<file path="config.mk">
export PLATFORM = sky130hd
export DESIGN_NAME = issue_queue_sched_flat
export DESIGN_NICKNAME = d
export VERILOG_FILES = /design/src/rtl/issue_queue_sched_if.sv /design/src/rtl/issue_queue_sched.sv /design/src/flat_wrapper.sv
export SDC_FILE = /design/constraint.sdc
export NUM_CORES = 1
export LEC_CHECK = 0
export ABC_AREA = 1
export CORE_MARGIN = 8
export CORE_UTILIZATION = 40
export CTS_CLUSTER_SIZE = 25
export DETAILED_ROUTE_END_ITERATION = 12
export HOLD_SLACK_MARGIN = 0.05
export PLACE_DENSITY = 0.66
export SETUP_SLACK_MARGIN = 0.15
export SKIP_LAST_GASP = 1
export SLEW_MARGIN = 30
export SYNTH_ARGS = -nofsm -noshare
export SYNTH_HDL_FRONTEND = slang
export SYNTH_SLANG_ARGS = --single-unit
</file>
<file path="constraint.sdc">
create_clock -name clk -period 12.5 [get_ports clk]
set_clock_uncertainty 0.05 [all_clocks]
set_input_delay 2.5 -clock clk [delete_from_list [all_inputs] [get_ports clk]]
set_output_delay 2.5 -clock clk [all_outputs]
set_load 0.005 [all_outputs]
</file>
<file path="src/rtl/issue_queue_sched_if.sv">
// Dispatch, wakeup-broadcast and issue-slot signals of the issue-queue scheduler.
// master drives dispatch/wakeup and accepts issue; slave is the scheduler.
interface issue_queue_sched_if #(
    parameter int unsigned TAG_W     = 6,
    parameter int unsigned PAYLOAD_W = 32,
    parameter int unsigned IDX_W     = 4
);
    logic                 dispatch_valid;
    logic                 dispatch_ready;
    logic [TAG_W-1:0]     dispatch_src1_tag;
    logic                 dispatch_src1_rdy;
    logic [TAG_W-1:0]     dispatch_src2_tag;
    logic                 dispatch_src2_rdy;
    logic [TAG_W-1:0]     dispatch_dest_tag;
    logic [PAYLOAD_W-1:0] dispatch_payload;

    logic                 wakeup_valid;
    logic [TAG_W-1:0]     wakeup_tag;

    logic                 issue_valid;
    logic                 issue_ready;
    logic [PAYLOAD_W-1:0] issue_payload;
    logic [TAG_W-1:0]     issue_dest_tag;
    logic [IDX_W-1:0]     issue_index;

    modport master (
        output dispatch_valid, dispatch_src1_tag, dispatch_src1_rdy,
               dispatch_src2_tag, dispatch_src2_rdy, dispatch_dest_tag, dispatch_payload,
               wakeup_valid, wakeup_tag, issue_ready,
        input  dispatch_ready, issue_valid, issue_payload, issue_dest_tag, issue_index
    );

    modport slave (
        input  dispatch_valid, dispatch_src1_tag, dispatch_src1_rdy,
               dispatch_src2_tag, dispatch_src2_rdy, dispatch_dest_tag, dispatch_payload,
               wakeup_valid, wakeup_tag, issue_ready,
        output dispatch_ready, issue_valid, issue_payload, issue_dest_tag, issue_index
    );
endinterface

</file>
<file path="src/rtl/issue_queue_sched.sv">
// 16-entry issue queue: tag wakeup, lowest-index select, registered valid/ready issue slot.
// dispatch_ready and count are registered from the next-state valid vector.
module issue_queue_sched #(
    parameter int unsigned TAG_W     = 6,
    parameter int unsigned PAYLOAD_W = 32,
    parameter int unsigned DEPTH     = 16,
    parameter int unsigned IDX_W     = 4,
    parameter int unsigned CNT_W     = 5
) (
    input  logic                  clk,
    input  logic                  rst,
    input  logic                  flush,
    issue_queue_sched_if.slave    bus,
    output logic [CNT_W-1:0]      count
);
    logic [DEPTH-1:0]     valid, rdy1, rdy2;
    logic [TAG_W-1:0]     tag1    [DEPTH];
    logic [TAG_W-1:0]     tag2    [DEPTH];
    logic [TAG_W-1:0]     dest    [DEPTH];
    logic [PAYLOAD_W-1:0] payload [DEPTH];

    logic [DEPTH-1:0] req;
    logic [DEPTH-1:0] valid_nxt;
    logic [IDX_W-1:0] grant_idx, free_idx;
    logic             any_req, any_free, load, take, disp_fire;
    logic             disp_rdy1, disp_rdy2;

    function automatic logic [CNT_W-1:0] popcnt(input logic [DEPTH-1:0] v);
        logic [CNT_W-1:0] n;
        n = '0;
        for (int i = 0; i < int'(DEPTH); i++) n = n + CNT_W'(v[i]);
        return n;
    endfunction

    // Select / free-entry search; descending loop so the lowest index wins.
    always_comb begin
        req       = valid & rdy1 & rdy2;
        any_req   = |req;
        any_free  = ~&valid;
        grant_idx = '0;
        free_idx  = '0;
        for (int i = int'(DEPTH) - 1; i >= 0; i--) begin
            if (req[i])    grant_idx = IDX_W'(i);
            if (!valid[i]) free_idx  = IDX_W'(i);
        end
        load      = !bus.issue_valid | bus.issue_ready;
        take      = load & any_req;
        disp_fire = bus.dispatch_valid & any_free & ~flush;
        disp_rdy1 = bus.dispatch_src1_rdy |
                    (bus.wakeup_valid & (bus.wakeup_tag == bus.dispatch_src1_tag));
        disp_rdy2 = bus.dispatch_src2_rdy |
                    (bus.wakeup_valid & (bus.wakeup_tag == bus.dispatch_src2_tag));

        valid_nxt = valid;
        if (take)      valid_nxt[grant_idx] = 1'b0;
        if (disp_fire) valid_nxt[free_idx]  = 1'b1;
        if (flush)     valid_nxt            = '0;
    end

    // Entry contents; only meaningful while the valid bit is set, so no reset needed.
    always_ff @(posedge clk) begin
        for (int i = 0; i < int'(DEPTH); i++) begin
            if (disp_fire && free_idx == IDX_W'(i)) begin
                rdy1[i]    <= disp_rdy1;
                rdy2[i]    <= disp_rdy2;
                tag1[i]    <= bus.dispatch_src1_tag;
                tag2[i]    <= bus.dispatch_src2_tag;
                dest[i]    <= bus.dispatch_dest_tag;
                payload[i] <= bus.dispatch_payload;
            end else if (valid[i] && bus.wakeup_valid) begin
                if (bus.wakeup_tag == tag1[i]) rdy1[i] <= 1'b1;
                if (bus.wakeup_tag == tag2[i]) rdy2[i] <= 1'b1;
            end
        end
    end

    // Valid bits, occupancy outputs and the issue slot.
    always_ff @(posedge clk or posedge rst) begin
        if (rst) begin
            valid              <= '0;
            count              <= '0;
            bus.dispatch_ready <= 1'b1;
            bus.issue_valid    <= 1'b0;
            bus.issue_payload  <= '0;
            bus.issue_dest_tag <= '0;
            bus.issue_index    <= '0;
        end else begin
            valid              <= valid_nxt;
            count              <= popcnt(valid_nxt);
            bus.dispatch_ready <= ~&valid_nxt;
            if (flush) begin
                bus.issue_valid <= 1'b0;
            end else if (load) begin
                bus.issue_valid <= any_req;
                if (any_req) begin
                    bus.issue_payload  <= payload[grant_idx];
                    bus.issue_dest_tag <= dest[grant_idx];
                    bus.issue_index    <= grant_idx;
                end
            end
        end
    end
endmodule
</file>
<file path="src/flat_wrapper.sv">
// flat-port wrapper written by rule: the top's interface ports become plain ports
module issue_queue_sched_flat 
#(
    parameter int unsigned TAG_W     = 6,
    parameter int unsigned PAYLOAD_W = 32,
    parameter int unsigned DEPTH     = 16,
    parameter int unsigned IDX_W     = 4,
    parameter int unsigned CNT_W     = 5
)
  (clk, rst, flush, count, bus_dispatch_valid, bus_dispatch_src1_tag, bus_dispatch_src1_rdy, bus_dispatch_src2_tag, bus_dispatch_src2_rdy, bus_dispatch_dest_tag, bus_dispatch_payload, bus_wakeup_valid, bus_wakeup_tag, bus_issue_ready, bus_dispatch_ready, bus_issue_valid, bus_issue_payload, bus_issue_dest_tag, bus_issue_index);
  issue_queue_sched_if #(.TAG_W(TAG_W), .PAYLOAD_W(PAYLOAD_W), .IDX_W(IDX_W)) bus_i ();
  input  logic clk;
  input  logic rst;
  input  logic flush;
  output logic [CNT_W-1:0] count;
  input wire logic [$bits(bus_i.dispatch_valid)-1:0] bus_dispatch_valid;
  input wire logic [$bits(bus_i.dispatch_src1_tag)-1:0] bus_dispatch_src1_tag;
  input wire logic [$bits(bus_i.dispatch_src1_rdy)-1:0] bus_dispatch_src1_rdy;
  input wire logic [$bits(bus_i.dispatch_src2_tag)-1:0] bus_dispatch_src2_tag;
  input wire logic [$bits(bus_i.dispatch_src2_rdy)-1:0] bus_dispatch_src2_rdy;
  input wire logic [$bits(bus_i.dispatch_dest_tag)-1:0] bus_dispatch_dest_tag;
  input wire logic [$bits(bus_i.dispatch_payload)-1:0] bus_dispatch_payload;
  input wire logic [$bits(bus_i.wakeup_valid)-1:0] bus_wakeup_valid;
  input wire logic [$bits(bus_i.wakeup_tag)-1:0] bus_wakeup_tag;
  input wire logic [$bits(bus_i.issue_ready)-1:0] bus_issue_ready;
  output wire logic [$bits(bus_i.dispatch_ready)-1:0] bus_dispatch_ready;
  output wire logic [$bits(bus_i.issue_valid)-1:0] bus_issue_valid;
  output wire logic [$bits(bus_i.issue_payload)-1:0] bus_issue_payload;
  output wire logic [$bits(bus_i.issue_dest_tag)-1:0] bus_issue_dest_tag;
  output wire logic [$bits(bus_i.issue_index)-1:0] bus_issue_index;
  assign bus_i.dispatch_valid = bus_dispatch_valid;
  assign bus_i.dispatch_src1_tag = bus_dispatch_src1_tag;
  assign bus_i.dispatch_src1_rdy = bus_dispatch_src1_rdy;
  assign bus_i.dispatch_src2_tag = bus_dispatch_src2_tag;
  assign bus_i.dispatch_src2_rdy = bus_dispatch_src2_rdy;
  assign bus_i.dispatch_dest_tag = bus_dispatch_dest_tag;
  assign bus_i.dispatch_payload = bus_dispatch_payload;
  assign bus_i.wakeup_valid = bus_wakeup_valid;
  assign bus_i.wakeup_tag = bus_wakeup_tag;
  assign bus_i.issue_ready = bus_issue_ready;
  assign bus_dispatch_ready = bus_i.dispatch_ready;
  assign bus_issue_valid = bus_i.issue_valid;
  assign bus_issue_payload = bus_i.issue_payload;
  assign bus_issue_dest_tag = bus_i.issue_dest_tag;
  assign bus_issue_index = bus_i.issue_index;
  issue_queue_sched #(.TAG_W(TAG_W), .PAYLOAD_W(PAYLOAD_W), .DEPTH(DEPTH), .IDX_W(IDX_W), .CNT_W(CNT_W)) u_core (.clk(clk), .rst(rst), .flush(flush), .bus(bus_i), .count(count));
endmodule
</file>
Word level (Yosys, flattened, before mapping)
Memories as Yosys holds them, arrays and structs flattened. A register that Yosys moved wholly into a read port is not among the register bits.
Cells that the tools add are included.
{"block": "word_totals", "output_inout_bits": 49, "n_memories": 4, "reg_bits": 59, "mem_bits_rw": 800}
{"block": "op_classes", "add_sub_neg": 15, "n_lt_le_gt_ge": 4, "n_reduce_logical": 183, "n_eq_ne": 49, "n_mux": 349, "bitwise_logic": 14}
{"name": "u_core.payload", "depth": 16, "word_bits": 32, "read_ports": 1, "rd_ports_with_merged_regs": 1, "write_ports": 1, "line_no": "issue_queue_sched.sv:20", "source": "logic [PAYLOAD_W-1:0] payload [DEPTH];"}
{"name": "u_core.dest", "depth": 16, "word_bits": 6, "read_ports": 1, "rd_ports_with_merged_regs": 1, "write_ports": 1, "line_no": "issue_queue_sched.sv:19", "source": "logic [TAG_W-1:0] dest [DEPTH];"}
{"name": "u_core.tag1", "depth": 16, "word_bits": 6, "read_ports": 16, "rd_ports_with_merged_regs": 0, "write_ports": 1, "line_no": "issue_queue_sched.sv:17", "source": "logic [TAG_W-1:0] tag1 [DEPTH];"}
{"name": "u_core.tag2", "depth": 16, "word_bits": 6, "read_ports": 16, "rd_ports_with_merged_regs": 0, "write_ports": 1, "line_no": "issue_queue_sched.sv:18", "source": "logic [TAG_W-1:0] tag2 [DEPTH];"}
{"cell": "32-bit two-way mux", "count": 15}
{"cell": "32-bit OR reduction", "count": 15}
{"cell": "4-bit two-way mux", "count": 92}
{"cell": "6-bit two-way mux", "count": 45}
{"cell": "6-bit OR reduction", "count": 45}
{"cell": "6-bit equality test", "count": 34}
{"cell": "1-bit two-way mux", "count": 192}
{"cell": "2-bit nonzero test", "count": 49}
{"cell": "5-bit by 1-bit adder with 5-bit output", "count": 14}
{"cell": "2-bit AND reduction", "count": 32}
{"cell": "16-bit AND", "count": 3}
{"cell": "16-bit two-way mux", "count": 3}
{"cell": "1-bit logical AND", "count": 34}
{"cell": "4-bit equality test, second input constant", "count": 8}
{"cell": "16-bit AND reduction", "count": 2}
{"cell": "4-bit by 3-bit equality test with 1-bit output, second input constant", "count": 4}
{"cell": "16-bit NOT", "count": 1}
{"cell": "16-bit OR", "count": 1}
{"cell": "16-bit OR reduction", "count": 1}
{"cell": "4-bit by 5-bit less-than comparator with 1-bit output, second input constant", "count": 2}
{"cell": "1-bit demux with 4-bit select", "count": 2}
{"cell": "4-bit by 2-bit equality test with 1-bit output, second input constant", "count": 2}
{"cell": "4-bit by 1-bit >= comparator with 1-bit output, second input constant", "count": 2}
{"cell": "1-bit AND", "count": 5}
{"cell": "7 further kinds", "count": 11}

Logic depth before layout (Yosys ltp)
Gate-level depths: netlist (run 1).
{"block": "depth", "word_depth": 43, "ltp_mapped": 34, "ltp_nobuf": 33}

Worst setup path after synthesis (run 1)
Ideal clock, no wire load.
{"block": "synth_timing", "path_kind": "input to register", "startpoint": "in flush", "endpoint": "reg u_core.count[1]", "setup_slack_ps": 3824, "setup_time_ps": 64, "t_required_ps": 12386, "path_buffers": 0, "path_stages": 16, "t_arrival_ps": 8562, "path_cell_list": "clkinv_1 -> nand4_1 -> nor2_1 -> inv_1 -> a21oi_1 -> ha_1 -> inv_1 -> fa_1 -> fa_1 -> fa_1 -> fa_1 -> inv_1 -> fa_1 -> inv_1 -> fa_1 -> inv_1"}
{"block": "synth_between", "elab_chain_len": 19}
{"item": "start: declaration", "line_no": "flat_wrapper.sv:14", "source": "input logic flush;"}
{"item": "1-bit NOT (no line)"}
{"item": "1-bit AND", "line_no": "issue_queue_sched.sv:48", "source": "disp_fire = bus.dispatch_valid & any_free & ~flush;"}
{"item": "16-bit two-way mux", "line_no": "issue_queue_sched.sv:56", "source": "if (disp_fire) valid_nxt[free_idx] = 1'b1;"}
{"item": "16-bit two-way mux (*)", "line_no": "issue_queue_sched.sv:57", "source": "if (flush) valid_nxt = '0;"}
{"item": "via u_core.valid_nxt[1]", "line_no": "issue_queue_sched.sv:23", "source": "logic [DEPTH-1:0] valid_nxt;"}
{"item": "1-bit by 1-bit adder with 2-bit output (*)", "line_no": "issue_queue_sched.sv:31", "source": "for (int i = 0; i < int'(DEPTH); i++) n = n + CNT_W'(v[i]);"}
{"item": "5-bit by 1-bit adder with 5-bit output (*) (14 in a row)", "line_no": "issue_queue_sched.sv:31"}
{"item": "end signal: assignment", "line_no": "issue_queue_sched.sv:89", "source": "count <= popcnt(valid_nxt);"}
{"item": "end: declaration", "line_no": "issue_queue_sched.sv:14", "source": "output logic [CNT_W-1:0] count"}
The timed path passes the listed nets; every way through them passes the cells marked *.
A chain may end at the register's enable or synchronous reset.

Worst setup path after layout (run 1)
Ends and elaborated chain as after synthesis.

==> results of run 1 <==
## worst max-delay path, cell delays in order
cell             delay, ns
clkdlybuf4s50_1       0.68
clkinv_1              0.31
nand4_1               0.40
nor2_4                0.20
buf_4                 0.68
inv_1                 0.18
a21oi_1               0.24
ha_1                  0.27
inv_1                 0.09
fa_1                  0.44
fa_1                  0.51
fa_1                  0.42
fa_1                  0.48
inv_1                 0.05
fa_1                  0.38
inv_1                 0.09
fa_1                  0.38
inv_1                 0.06
## worst paths after layout
path | start | slack [ns] | end | cells after the start
setup / recovery | flush | 4.65 | u_core.count[1]$_DFF_PP0_ | 18
hold / removal | u_core.bus.issue_index[2]$_DFFE_PP0P_ | 0.44 | u_core.bus.issue_index[2]$_DFFE_PP0P_ | 2
setup reg to reg | u_core.valid[15]$_DFF_PP0_ | 5.33 | u_core.count[1]$_DFF_PP0_ | 31
hold reg to reg | u_core.bus.issue_index[2]$_DFFE_PP0P_ | 0.44 | u_core.bus.issue_index[2]$_DFFE_PP0P_ | 2
max in group asynchronous | rst | 9.56 | u_core.bus.issue_payload[20]$_DFFE_PP0P_ | 2
min in group asynchronous | rst | 2.33 | u_core.valid[13]$_DFF_PP0_ | 2
## power breakdown
group,leakage (nW),total [mW],internal [mW],switching [mW]
Clock,1.43,2.68,1.55,1.13
Sequential,8.37,3.35,3.33,0.0239
Combinational,5.48,0.296,0.126,0.170
## cell usage in the layout (no fill, tap or decap), drive strengths merged, types with 2 or more instances in the layout
cell,count
a2111oi,2
a211o,5
a211oi,8
a21boi,3
a21oi,26
a221o,4
a221oi,4
buf,59
bufinv,9
clkbuf,117
clkdlybuf4s50,108
clkinv,47
dfrtp,64
diode,5
edfxtp,832
fa,10
ha,6
inv,175
nand2,547
nand3,493
nand3b,78
nand4,285
nor2,203
nor3,2
nor3b,5
nor4,11
o2111ai,2
o211ai,12
o21ai,37
o21bai,3
o221ai,3
o22ai,21
o41ai,20
or2,8
xnor2,34
xor2,53
## layout make-up
cell class / count / area (sq um)
flip-flops and latches: 897 / 26600
repair buffers: 167 / 1590
diodes: 5 / 12.5
inverters: 184 / 716
fillers: 8395 / 51400
well taps: 1265 / 1580
multi-input cells: 1891 / 10100
clock inverters: 47 / 497
clock buffers: 117 / 2410
## state kept, by name, indices dropped and copies added, names as in the netlist, 16 cells and up
signal / cells
u_core.rdy2: 16
u_core.tag1: 96
u_core.bus.issue_payload: 32
u_core.rdy1: 16
u_core.payload: 512
u_core.dest: 96
u_core.tag2: 96
u_core.valid: 16
## kinds of logic (layout without fill, tap and decap cells)
logic type / Yosys count / in the layout / synth area share
and+or+nand+nor: 1635 / 1635 / 0.206
DFF: 897 / 897 / 0.696
buffers and inverters: 406 / 515 / 0.0433
AOI/OAI and AO/OA: 153 / 153 / 0.0273
xor gates and xnor gates: 87 / 87 / 0.0199
adders and majority gates: 16 / 16 / 0.00720
other: 0 / 5 / 0
## through the flow
stage | utilization | std cells
2_1_floorplan | - | 3194
3_3_place_gp | 0.427 | 4402
3_5_place_dp | 0.427 | 4403
4_1_cts | 0.458 | 4567
5_1_grt | 0.459 | 4569
6_report | 0.459 | 4573
## metal layers
layer,vias to the layer above,global-route usage,part of all wire
met1,12947,0.260,0.41
met5,-,0,0.00012
met4,2,0.0632,0.027
li1,11708,-,-
met3,197,0.0413,0.092
met2,1177,0.314,0.47
==> impl_metrics.json, run 1 <==
{
  "run_status": "complete, no violations",
  "ys_seq_elements": 897,
  "rd_place_congestion": 0.910,
  "synthMostInstantiatedCell": "edfxtp_1",
  "synth_top_flop_cell": "edfxtp_1",
  "clkSlewWorstSetupHoldPaths_ns": 0.06,
  "maxClockFrequency_mhz": 127,
  "cp-end-kind": "flop",
  "worstSkewPairLatency_ns": 0.64,
  "timing.critical_path.arrival_ns": 8.37,
  "initial_utilization": 0.403,
  "cts_resized": 0,
  "hold-worst-slack_ns": 0.436,
  "cts-hold-fix-buffers": 0,
  "timing.final.hold_violations": 0,
  "static-leakage-power_nw": 15.3,
  "post_route_cells_drive_above_1_share": 0.0699,
  "grt_overflow": 0,
  "synth.lib_cells_used.distinct": 50,
  "cap_viol_max_count": 0,
  "routed_via_density": 5.69,
  "final_net_count": 3310,
  "cts.repair_timing.setup_buffer_count": 0,
  "critical_path_required_ns": 13.02,
  "num_rows": 113,
  "postSynthNetCount": 3274,
  "maximum_number_of_pins_on_one_net_before_global_route_repair": 190,
  "timing.hold.worst.class": "reg -> reg",
  "power-per-cell-area_mw_per_mm2": 145,
  "worstSetupPathType": "in -> reg",
  "numCtsBuffers": 89,
  "cts-htree-levels": 3,
  "worstMarginPinSlew_ns": 1.01,
  "preCtsSetupSlack_ns": 3.97,
  "final_period_minus_worst_setup_slack_ns": 7.85,
  "final_critical_path_setup_slack_ns": 4.65,
  "clock_tree.root_cell": "clkbuf_16",
  "yosysWarningCount": 0,
  "cts_tree": "done",
  "async_reset_ff_frac": 0.0725,
  "synthDominantAreaCellType": "edfxtp_1",
  "top_ports": 113,
  "place.port_buffers": 112,
  "drt-initial-drc-count": 2849,
  "die_w_microns": 325,
  "first_pass_grt_wire_length_microns": 159000,
  "post_synthesis_area_per_instance_sq_um": 12.0,
  "timing.setup.tns_ns": 0,
  "power_mw": 6.32,
  "yosys-top-cells-area": "edfxtp_1, nand3_1, nand2_1, nand4_1, dfrtp_1",
  "drt-pass1-iter-count": 6,
  "power.ir.vdd_worst_v": 0.000101,
  "synth.cell_area_sq_mm": 0.0382,
  "worst-path-max-fanout": 53,
  "synthDominantCellAreaShare": 0.654,
  "dp_hpwl_microns": 54600,
  "grt_setup_unrepaired": "no",
  "drtAntennaViolNets": 0,
  "grt_util_all_layers": 0.194,
  "count_of_flip_flops_with_a_built_in_enable_after_synthesis": 832,
  "syn_inst": 3194,
  "sequential_share_of_the_synthesized_area": 0.696,
  "core_area_sq_mm": 0.0949,
  "clock_tree.buffer_depth": 3,
  "clock_tree_sinks": 897,
  "avgRoutedWirePerCell_microns": 23.3,
  "dpl-instance-area_sq_mm": 0.0406,
  "p_r_area_growth_vs_syn_pct": 13.8,
  "timing.max_slew.rel_slack": 0.325,
  "finalInstanceArea_sq_mm": 0.0435,
  "die_height_microns": 325,
  "via_count": 26031,
  "synth.top_cells.by_count": "edfxtp_1, nand2_1, nand3_1",
  "slew_viol_final": 0,
  "critPathLaunchType": "primary input",
  "first_global_vias": 25288,
  "layout_worst_path_cycle_share": 0.628,
  "remaining_routing_drc_violations": 0,
  "routed_wl_microns": 106000,
  "setup_violations": 0,
  "antenna_found_initial": 7,
  "die_area_sq_mm": 0.106
}
Note: power is estimated with default switching activity, not from simulation.
==> inputs of run 2 (changes only) <==
- clock period: 12.5 -> 8.06 ns (I/O delays scaled with it)
==> run 2 against run 1 <==
First-iteration DRC count fell by 2.3%. Clock-buffer cell count shrank 9. Sequential share of layout area about the same. Die area unchanged. Clock power is 52% higher. Combinational power grew 56%. Sequential power rose by 55%. Design area barely moved. Critical path depth up 12. Global-route usage down 0.11 points.
==> impl_metrics.json, run 2 (synthesized netlist as in run 1, its figures left out) <==
{
  "timing.max_slew.rel_slack": 0.246,
  "critPathLaunchType": "flop",
  "layout.area.seq_sq_mm": 0.0266,
  "final_net_count": 3317,
  "cp-end-kind": "flop",
  "multi_input_area_sq_mm": 0.0101,
  "core_area_sq_mm": 0.0949,
  "worstMarginPinSlew_ns": 1.13,
  "timing.hold.worst.class": "reg -> reg",
  "worstSkewPairLatency_ns": 0.65,
  "grt_util_all_layers": 0.193,
  "num_rows": 113,
  "drt-pass1-iter-count": 6,
  "power-per-cell-area_mw_per_mm2": 224,
  "remaining_routing_drc_violations": 0,
  "cap_viol_max_count": 0,
  "total_switching_power_mw": 2.06,
  "clock_tree_sinks": 897,
  "drt-initial-drc-count": 2784,
  "largest-register": "u_core.payload",
  "place.port_buffers": 112,
  "antenna_found_initial": 11,
  "largest_reg_flops": 512,
  "critical_path_required_ns": 8.59,
  "initial_utilization": 0.403,
  "maxClockFrequency_mhz": 147,
  "dp_hpwl_microns": 53500,
  "drtAntennaViolNets": 0,
  "most-common-layout-cells": "edfxtp_1, nand2_1, nand3_1",
  "crit_path_top_delay_cell": "fa_1",
  "worst-path-max-fanout": 83,
  "power.share.combinational": 0.047,
  "die_area_sq_mm": 0.106,
  "clock_tree.buffer_depth": 3,
  "power.ir.vdd_worst_v": 0.000146,
  "cts-hold-fix-buffers": 0,
  "via_count": 25926,
  "crit_top_cell": "nand2_1",
  "final_core_util": 0.459,
  "rd_place_congestion": 0.912,
  "first_global_vias": 25535,
  "layout_worst_path_cycle_share": 0.842,
  "routed_wl_microns": 105000,
  "routed_via_density": 5.66,
  "numCtsBuffers": 89,
  "worstSetupPathType": "reg -> reg",
  "top_ports": 113,
  "clock_tree.root_cell": "clkbuf_16",
  "cts.repair_timing.setup_buffer_count": 0,
  "share_clk_of_total_power": 0.419,
  "slew_viol_final": 0,
  "post_route_cells_drive_above_1_share": 0.0733,
  "grt_overflow": 0,
  "die_height_microns": 325,
  "p_r_area_growth_vs_syn_pct": 13.9,
  "first_pass_grt_wire_length_microns": 158000,
  "setup_violations": 0,
  "most_common_cell_after_layout_fill_and_taps_aside": "edfxtp_1",
  "timing.setup.tns_ns": 0,
  "cts_tree": "done",
  "run_status": "complete, no violations",
  "die_w_microns": 325,
  "timing.critical_path.arrival_ns": 7.31,
  "clkSlewWorstSetupHoldPaths_ns": 0.06,
  "switching_share": 0.211,
  "maximum_number_of_pins_on_one_net_before_global_route_repair": 214,
  "fillerInstances": 8377,
  "grt_setup_unrepaired": "no",
  "cell_internal_pwr_mw": 7.68,
  "sequentialPowerShare": 0.534,
  "static-leakage-power_nw": 15.3,
  "cts-htree-levels": 3,
  "cts_resized": 0,
  "avgRoutedWirePerCell_microns": 22.9,
  "timing.final.hold_violations": 0,
  "final_period_minus_worst_setup_slack_ns": 6.79,
  "max_stage_delay_ns": 0.52
}
==> run 2: changes by cell type in the layout (fill, tap and decap cells not counted), moves of 2 or more <==
| cell | delta |
|---|---|
| clkbuf_1 | -7 |
| clkinv_1 | +3 |
| bufinv_16 | -2 |
| clkinv_2 | +11 |
| buf_6 | +2 |
| clkinvlp_4 | +3 |
| buf_4 | +5 |
| clkdlybuf4s50_1 | +2 |
| buf_2 | -2 |
| inv_6 | -3 |
| clkbuf_8 | -3 |
==> run 2: area by class of cell <==
class / count / share of cell area
well taps: 1265 / 0.0364
inverters: 184 / 0.0164
multi-input cells: 1891 / 0.232
clock buffers: 108 / 0.0545
diodes: 6 / 0.000345
flip-flops and latches: 897 / 0.611
clock inverters: 59 / 0.0113
repair buffers: 174 / 0.0379
==> run 2: path summary, 6_finish.rpt <==
check,cells after the start,start,to,slack [ns]
hold reg to reg,2,u_core.bus.issue_index[2]$_DFFE_PP0P_,u_core.bus.issue_index[2]$_DFFE_PP0P_,0.45
setup reg to reg,30,u_core.valid[14]$_DFF_PP0_,u_core.count[1]$_DFF_PP0_,1.27
hold / removal,2,u_core.bus.issue_index[2]$_DFFE_PP0P_,u_core.bus.issue_index[2]$_DFFE_PP0P_,0.45
min in group asynchronous,2,rst,u_core.valid[10]$_DFF_PP0_,1.37
setup / recovery,30,u_core.valid[14]$_DFF_PP0_,u_core.count[1]$_DFF_PP0_,1.27
max in group asynchronous,3,rst,u_core.bus.issue_payload[17]$_DFFE_PP0P_,5.64
==> run 2: metrics by stage <==
step	hold slack [ns]	setup WS (ns)	instances	power (mW)	instance area, sq um
finish	0.446	1.27	4584	9.74	43500
global route	0.462	0.873	4578	10.0	43500
CTS	0.445	1.22	4576	9.82	43500
detailed placement	0.430	1.25	4409	5.77	40600
global placement	0.426	1.28	4409	5.76	40600
floorplan	0.426	0.272	3194	5.46	38200
==> run 2: critical path: cells and delay by family, from the launching register on <==
kind	cells	cell delay, ns
fa+ha+maj	7	2.95
simple gates	17	2.67
flops	1	0.45
compound gates	2	0.36
buf+inv	4	0.25
==> run 2: metal layers <==
| layer | global-route usage | share of wire | vias to the layer above |
|---|---|---|---|
| li1 | - | - | 11706 |
| met1 | 0.249 | 0.41 | 12883 |
| met2 | 0.314 | 0.47 | 1129 |
| met3 | 0.0469 | 0.094 | 198 |
| met4 | 0.0703 | 0.030 | 10 |
| met5 | 0 | 0.00063 | - |
==> run 2: power groups by stage <==
stage / clock network, mW / logic (mW) / registers (mW)
2_1_floorplan: 0 / 0.162 / 5.30
3_3_place_gp: 0 / 0.463 / 5.30
3_5_place_dp: 0 / 0.468 / 5.30
4_1_cts: 4.15 / 0.469 / 5.20
5_1_grt: 4.31 / 0.506 / 5.21
6_report: 4.08 / 0.462 / 5.20
